$ cat src/rtl/lfsr_bert_controller.sv
// BER test sequencer: self-synchronises a reference LFSR to a received PRBS stream,
// then free-runs it and counts words, errored words, errored bits and lock losses.
module lfsr_bert_controller #(
    parameter logic [31:0] POLY         = 32'h80000057,
    parameter int          ITERATIONS   = 1,
    parameter int          LOCK_COUNT   = 16,
    parameter int          UNLOCK_COUNT = 4,
    parameter int          CNT_WIDTH    = 32
) (
    input  logic                 clk,
    input  logic                 aresetn,
    input  logic [31:0]          S_AXIS_TDATA,
    input  logic                 S_AXIS_TVALID,
    output logic                 S_AXIS_TREADY,
    input  logic                 start,
    input  logic                 stop,
    input  logic [CNT_WIDTH-1:0] test_words,
    output logic                 running,
    output logic                 locked,
    output logic                 done,
    output logic [CNT_WIDTH-1:0] word_count,
    output logic [CNT_WIDTH-1:0] error_count,
    output logic [CNT_WIDTH-1:0] bit_error_count,
    output logic [15:0]          lock_loss_count
);

    typedef enum logic [1:0] {
        ST_IDLE    = 2'd0,
        ST_ACQUIRE = 2'd1,
        ST_LOCKED  = 2'd2,
        ST_DONE    = 2'd3
    } state_t;

    state_t                 r_state, w_state_next;
    logic [31:0]            r_ref, w_ref_next;
    logic                   r_ref_valid, w_ref_valid_next;
    logic [31:0]            r_good_run, w_good_run_next;
    logic [31:0]            r_bad_run, w_bad_run_next;
    logic [CNT_WIDTH-1:0]   r_test_words, w_test_words_next;
    logic [CNT_WIDTH-1:0]   r_word_count, w_word_count_next;
    logic [CNT_WIDTH-1:0]   r_error_count, w_error_count_next;
    logic [CNT_WIDTH-1:0]   r_bit_error_count, w_bit_error_count_next;
    logic [15:0]            r_lock_loss_count, w_lock_loss_count_next;
    logic                   r_running, r_locked, r_done;

    logic [31:0]            w_expected;
    logic [31:0]            w_diff;
    logic [5:0]             w_popcount;
    logic                   w_mismatch;
    logic                   w_beat;
    logic [31:0]            w_good_inc;
    logic [31:0]            w_bad_inc;
    logic [CNT_WIDTH-1:0]   w_word_inc;
    logic [CNT_WIDTH-1:0]   w_error_inc;
    logic [CNT_WIDTH:0]     w_bit_sum;
    logic [CNT_WIDTH-1:0]   w_bit_sat;
    logic [15:0]            w_lock_loss_inc;

    assign S_AXIS_TREADY = 1'b1;

    always_comb begin
        w_expected = r_ref;
        for (int i = 0; i < ITERATIONS; i++) begin
            w_expected = {w_expected[30:0], ^(w_expected & POLY)};
        end
    end

    assign w_diff     = S_AXIS_TDATA ^ w_expected;
    assign w_mismatch = |w_diff;

    always_comb begin
        w_popcount = '0;
        for (int i = 0; i < 32; i++) begin
            w_popcount = w_popcount + {5'd0, w_diff[i]};
        end
    end

    // All counters saturate rather than wrap
    assign w_good_inc      = r_good_run + 32'd1;
    assign w_bad_inc       = r_bad_run + 32'd1;
    assign w_word_inc      = (&r_word_count) ? r_word_count : r_word_count + CNT_WIDTH'(1);
    assign w_error_inc     = (&r_error_count) ? r_error_count : r_error_count + CNT_WIDTH'(1);
    assign w_bit_sum       = {1'b0, r_bit_error_count} + (CNT_WIDTH + 1)'(w_popcount);
    assign w_bit_sat       = w_bit_sum[CNT_WIDTH] ? {CNT_WIDTH{1'b1}} : w_bit_sum[CNT_WIDTH-1:0];
    assign w_lock_loss_inc = (&r_lock_loss_count) ? r_lock_loss_count : r_lock_loss_count + 16'd1;

    // Beats coinciding with a start or stop pulse are discarded
    assign w_beat = S_AXIS_TVALID && !start && !stop &&
                    (r_state == ST_ACQUIRE || r_state == ST_LOCKED);

    always_comb begin
        w_state_next           = r_state;
        w_ref_next             = r_ref;
        w_ref_valid_next       = r_ref_valid;
        w_good_run_next        = r_good_run;
        w_bad_run_next         = r_bad_run;
        w_test_words_next      = r_test_words;
        w_word_count_next      = r_word_count;
        w_error_count_next     = r_error_count;
        w_bit_error_count_next = r_bit_error_count;
        w_lock_loss_count_next = r_lock_loss_count;

        if (start) begin
            w_state_next           = ST_ACQUIRE;
            w_ref_valid_next       = 1'b0;
            w_good_run_next        = '0;
            w_bad_run_next         = '0;
            w_test_words_next      = test_words;
            w_word_count_next      = '0;
            w_error_count_next     = '0;
            w_bit_error_count_next = '0;
            w_lock_loss_count_next = '0;
        end else if (stop && (r_state == ST_ACQUIRE || r_state == ST_LOCKED)) begin
            w_state_next = ST_DONE;
        end else if (w_beat) begin
            if (r_state == ST_ACQUIRE) begin
                w_ref_next = S_AXIS_TDATA;
                if (!r_ref_valid) begin
                    w_ref_valid_next = 1'b1;
                end else if (!w_mismatch) begin
                    w_good_run_next = w_good_inc;
                    if (w_good_inc == 32'(LOCK_COUNT)) begin
                        w_state_next   = ST_LOCKED;
                        w_bad_run_next = '0;
                    end
                end else begin
                    w_good_run_next = '0;
                end
            end else begin
                // Free-run the reference so an errored word cannot corrupt later comparisons
                w_ref_next        = w_expected;
                w_word_count_next = w_word_inc;
                if (w_mismatch) begin
                    w_error_count_next     = w_error_inc;
                    w_bit_error_count_next = w_bit_sat;
                    w_bad_run_next         = w_bad_inc;
                end else begin
                    w_bad_run_next = '0;
                end
                if (r_test_words != '0 && w_word_inc == r_test_words) begin
                    w_state_next = ST_DONE;
                end else if (w_mismatch && w_bad_inc == 32'(UNLOCK_COUNT)) begin
                    w_state_next           = ST_ACQUIRE;
                    w_lock_loss_count_next = w_lock_loss_inc;
                    w_ref_valid_next       = 1'b0;
                    w_good_run_next        = '0;
                end
            end
        end
    end

    always_ff @(posedge clk) begin
        if (!aresetn) begin
            r_state           <= ST_IDLE;
            r_ref             <= '0;
            r_ref_valid       <= 1'b0;
            r_good_run        <= '0;
            r_bad_run         <= '0;
            r_test_words      <= '0;
            r_word_count      <= '0;
            r_error_count     <= '0;
            r_bit_error_count <= '0;
            r_lock_loss_count <= '0;
            r_running         <= 1'b0;
            r_locked          <= 1'b0;
            r_done            <= 1'b0;
        end else begin
            r_state           <= w_state_next;
            r_ref             <= w_ref_next;
            r_ref_valid       <= w_ref_valid_next;
            r_good_run        <= w_good_run_next;
            r_bad_run         <= w_bad_run_next;
            r_test_words      <= w_test_words_next;
            r_word_count      <= w_word_count_next;
            r_error_count     <= w_error_count_next;
            r_bit_error_count <= w_bit_error_count_next;
            r_lock_loss_count <= w_lock_loss_count_next;
            r_running         <= (w_state_next == ST_ACQUIRE) || (w_state_next == ST_LOCKED);
            r_locked          <= (w_state_next == ST_LOCKED);
            r_done            <= (w_state_next == ST_DONE);
        end
    end

    assign running         = r_running;
    assign locked          = r_locked;
    assign done            = r_done;
    assign word_count      = r_word_count;
    assign error_count     = r_error_count;
    assign bit_error_count = r_bit_error_count;
    assign lock_loss_count = r_lock_loss_count;

endmodule

$ cat config.mk
export PLATFORM = sky130hd
export DESIGN_NAME = lfsr_bert_controller
export DESIGN_NICKNAME = d
export VERILOG_FILES = /design/src/rtl/lfsr_bert_controller.sv
export SDC_FILE = /design/constraint.sdc
export NUM_CORES = 1
export LEC_CHECK = 0
export CAP_MARGIN = 5
export CORE_MARGIN = 4
export CORE_UTILIZATION = 35
export CTS_CLUSTER_SIZE = 24
export DETAILED_ROUTE_END_ITERATION = 12
export GPL_TIMING_DRIVEN = 0
export PLACE_DENSITY = 0.54
export SYNTH_ARGS = -nofsm -noshare
export SYNTH_HDL_FRONTEND = slang
export SYNTH_SLANG_ARGS = --single-unit
$ cat constraint.sdc
create_clock -name clk -period 21.8 [get_ports clk]
set_input_delay 4.36 -clock clk [delete_from_list [all_inputs] [get_ports clk]]
set_output_delay 4.36 -clock clk [all_outputs]
set_load 0.03 [all_outputs]
==> results by group <==
Outcome
  – Outcome: completed

Clock tree
  – CTS tree: yes
  – Num CTS Buffers: 30
  – Worst-skew pair later-pin latency: 0.57 ns
  – Clock Sinks: 246
  – Worst-path clk slew: 0.06 ns
  – Post-CTS Setup Inserts: 0
  – H-Tree Depth: 1
  – Cts hold-fix bufs: 0
  – Post-CTS sizing: 0
  – Clk buf depth: 3
  – Clk root buf: clkbuf_16

Floorplanning
  – Row count: 75
  – Core Box Area: 0.0421 mm2
  – DIE WIDTH: 215 um
  – I/O pins: around 190
  – Die height: 215 um
  – Initial Utilization: 35.5%
  – Full die area: 0.0461 mm2

Placement
  – DP Wirelength: around 38000 um
  – DP Area: 0.0175 mm2
  – Port Buffers: 183
  – Cell count after placement: approximately 2600
  – GP Congestion: about 0.95

Logic synthesis
  – Number of synthesized flops with an enable pin: 0
  – Top cells by area, synth: dfxtp_1 33%, xor2_1 5.7%, nor2_1 5.4%
  – Post-synth top cells: 246 x dfxtp_1, 217 x nor2_1, 154 x nand2_1, 98 x xor2_1, 90 x a21oi_1
  – Top-area cell type share of the netlist area: approximately 33%
  – Top-count cell post-synth: dfxtp_1
  – Area leader, netlist: dfxtp_1
  – Syn_nets: ~2000
  – Post-Syn Area: 0.0150 mm2
  – Most used DFF post-synth: dfxtp_1
  – Seq/Total Area, Yosys: 32.9%
  – Mapped Cells: 1844
  – Syn Area/Cell: 8.11 um2
  – Asr flop ratio synth: 0%
  – Yosys cell types: 82
  – Synthesis warning total: 0
  – Seq cells post-synth: 246

Worst hold path
  – Hold path startpoint: r_good_run[6]$_SDFFE_PP0P_
  – Worst Hold Class: reg -> reg

Critical path
  – Critical Path Source: S_AXIS_TDATA[0]
  – Critical Path RT: 22.23 ns
  – Maximum fanout along the worst path: 10
  – WS Path Type: in -> reg
  – Setup crit start kind: input pin
  – Crit end category: register
  – Reg-to-Reg Start: r_ref[0]$_SDFFE_PN0P_
  – WP data arrival: 11.29 ns

Pwr
  – Worst VDD drop: 113 uV
  – Cell Pwr Density: 75.1 mW/mm2
  – Leakage power: 0.00643 uW

Final layout
  – Area grow syn2layout: 23.8%
  – Fin util: 43.9%
  – Area of the multi-input gates: 0.00928 mm2
  – Final Cell Area: 0.0185 mm2
  – Sequential Area: about 0.0049 mm2
  – Ant. Diodes: 0
  – Fillers: 4276
  – Final Instance Count excl. Fillers: 2622
  – Final net count: 2179
  – Share of layout cells above drive strength 1: 5.57%

Routing
  – DRC: 0
  – Via-per-instance ratio: roughly 5.5
  – Via count: 14526
  – Routed WL: 50800 um
  – ANT nets after route: 0
  – Drt initial violations: between 1000 and 1500
  – Wire per inst: between 15 and 20 um
  – Drt pass-1 iters: 6

STA
  – Clock skew: between 0.015 and 0.02 ns
  – Slew margin rel.: approximately 22%
  – Final slew viol count: 0
  – Period utilization: 49.8%
  – Crit path time final: 10.85 ns
  – Final setup viols: 0
  – Max Clock Freq: ~90 MHz
  – Final hold viol count: 0
  – Fin Hold WS: 0.502 ns
  – RSZ-0062 raised after global routing: false
  – Tightest Pin Transition: 1.15 ns
  – Setup TNS: 0 ns

GRT
  – Total gr overflow: 0
  – Initial antenna violation count: 0
  – Global-route wire length before repair: 79500 um
  – Number of global-route vias before repair: approximately 14000
  – Total GRT Usage: 21.1%
  – Largest net degree at the start of global routing: 15

Flow run
  – Max_cap viols: 0
critical path: stages:
cell	delay, ns
clkdlybuf4s50_1	0.58
xor2_1	0.26
inv_1	0.14
fa_1	0.52
inv_1	0.05
fa_1	0.52
fa_1	0.45
fa_1	0.50
fa_1	0.53
fa_1	0.40
inv_1	0.07
fa_1	0.21
inv_1	0.06
fa_1	0.40
a21o_1	0.20
a21oi_1	0.21
o21ai_0	0.11
a21oi_1	0.23
o21bai_1	0.11
and3_1	0.19
clkbuf_1	0.20
nand2_1	0.18
clkbuf_1	0.47
nand2_1	0.11
mux2i_1	0.15
nor2_1	0.05
layout by cell type (no fill, tap or decap), types with 6 or more instances in the layout:
cell             count
clkbuf_1            83
mux2i_1             73
a31oi_1             52
a311oi_1            27
buf_1               12
o211ai_1             8
a21oi_1             90
nor2b_1              7
nor3_1              37
a211oi_1            37
nand2b_1            13
clkdlybuf4s50_1    183
or3_1               31
xor2_1              98
nor4_1              45
or4_1               16
buf_2               25
o21ai_0             65
clkbuf_16           31
and3_1              35
fa_1                26
nand3b_1             6
ha_1                24
or2_2                8
nand2_1            154
and2_1              19
and4_1              12
nor2_1             217
nand3_1             79
dfxtp_1            246
o31ai_1             14
nand4_1             51
inv_1               58
xnor2_1             70
metrics by stage:
stage / setup WS [ns] / total power [uW]
global placement: 10.43 / 865
finish: 10.95 / 1390
detailed placement: 10.38 / 867
CTS: 10.99 / 1410
floorplan: 11.75 / 760
global route: 10.54 / 1500
where the power goes:
part	switching (uW)	leakage, uW	internal, uW	total (uW)
Clock	208	0.000507	323	531
Sequential	7.69	0.00199	456	464
Combinational	217	0.00394	179	395
Total	432	0.00643	958	1390
sequential cells by signal (all words and copies together) (netlist names):
signal and count:
r_state 2, error_count 32, lock_loss_count 16, locked 1, r_bad_run 32, r_test_words 32, done 1, word_count 32
r_ref_valid 1, r_good_run 32, running 1, bit_error_count 32, r_ref 32
layer usage:
| layer | vias to the layer above | wire length, um | GRT usage [%] |
|---|---|---|---|
| met2 | 449 | 22900 | 33.6 |
| met4 | 0 | 1050 | 4.56 |
| li1 | 7069 | - | - |
| met3 | 60 | 3030 | 2.95 |
| met5 | - | 0 | 0 |
| met1 | 6948 | 23800 | 30.5 |
cell families after synthesis:
group,count (synthesis),synth area share [%]
multiplexers,76,5.11
adder cells (fa/ha/maj),50,5.49
buffers and inverters,181,5.01
other,1,0.0251
XOR/XNOR,169,9.99
AO/OA/AOI/OAI,362,15.8
flip-flops,246,32.9
AND/OR/NAND/NOR,759,25.6
worst paths after layout:
path,to,slack (ns),cells after the start
worst max register to register,bit_error_count[26]$_SDFFE_PP0P_,14.24,27
worst min register to register,r_good_run[6]$_SDFFE_PP0P_,0.50,1
worst min-delay path,r_good_run[6]$_SDFFE_PP0P_,0.50,1
worst max-delay path,bit_error_count[26]$_SDFFE_PP0P_,10.95,26
layout make-up:
class,count,area share (%)
timing repair buffer,184,9.94
buffer,123,2.87
multi-input combinational,1417,50.2
inverter,58,1.18
clock buffer,43,4.70
tap,539,3.64
clock inverter,12,0.912
sequential,246,26.6
Note: power is estimated with default switching activity, not from simulation.
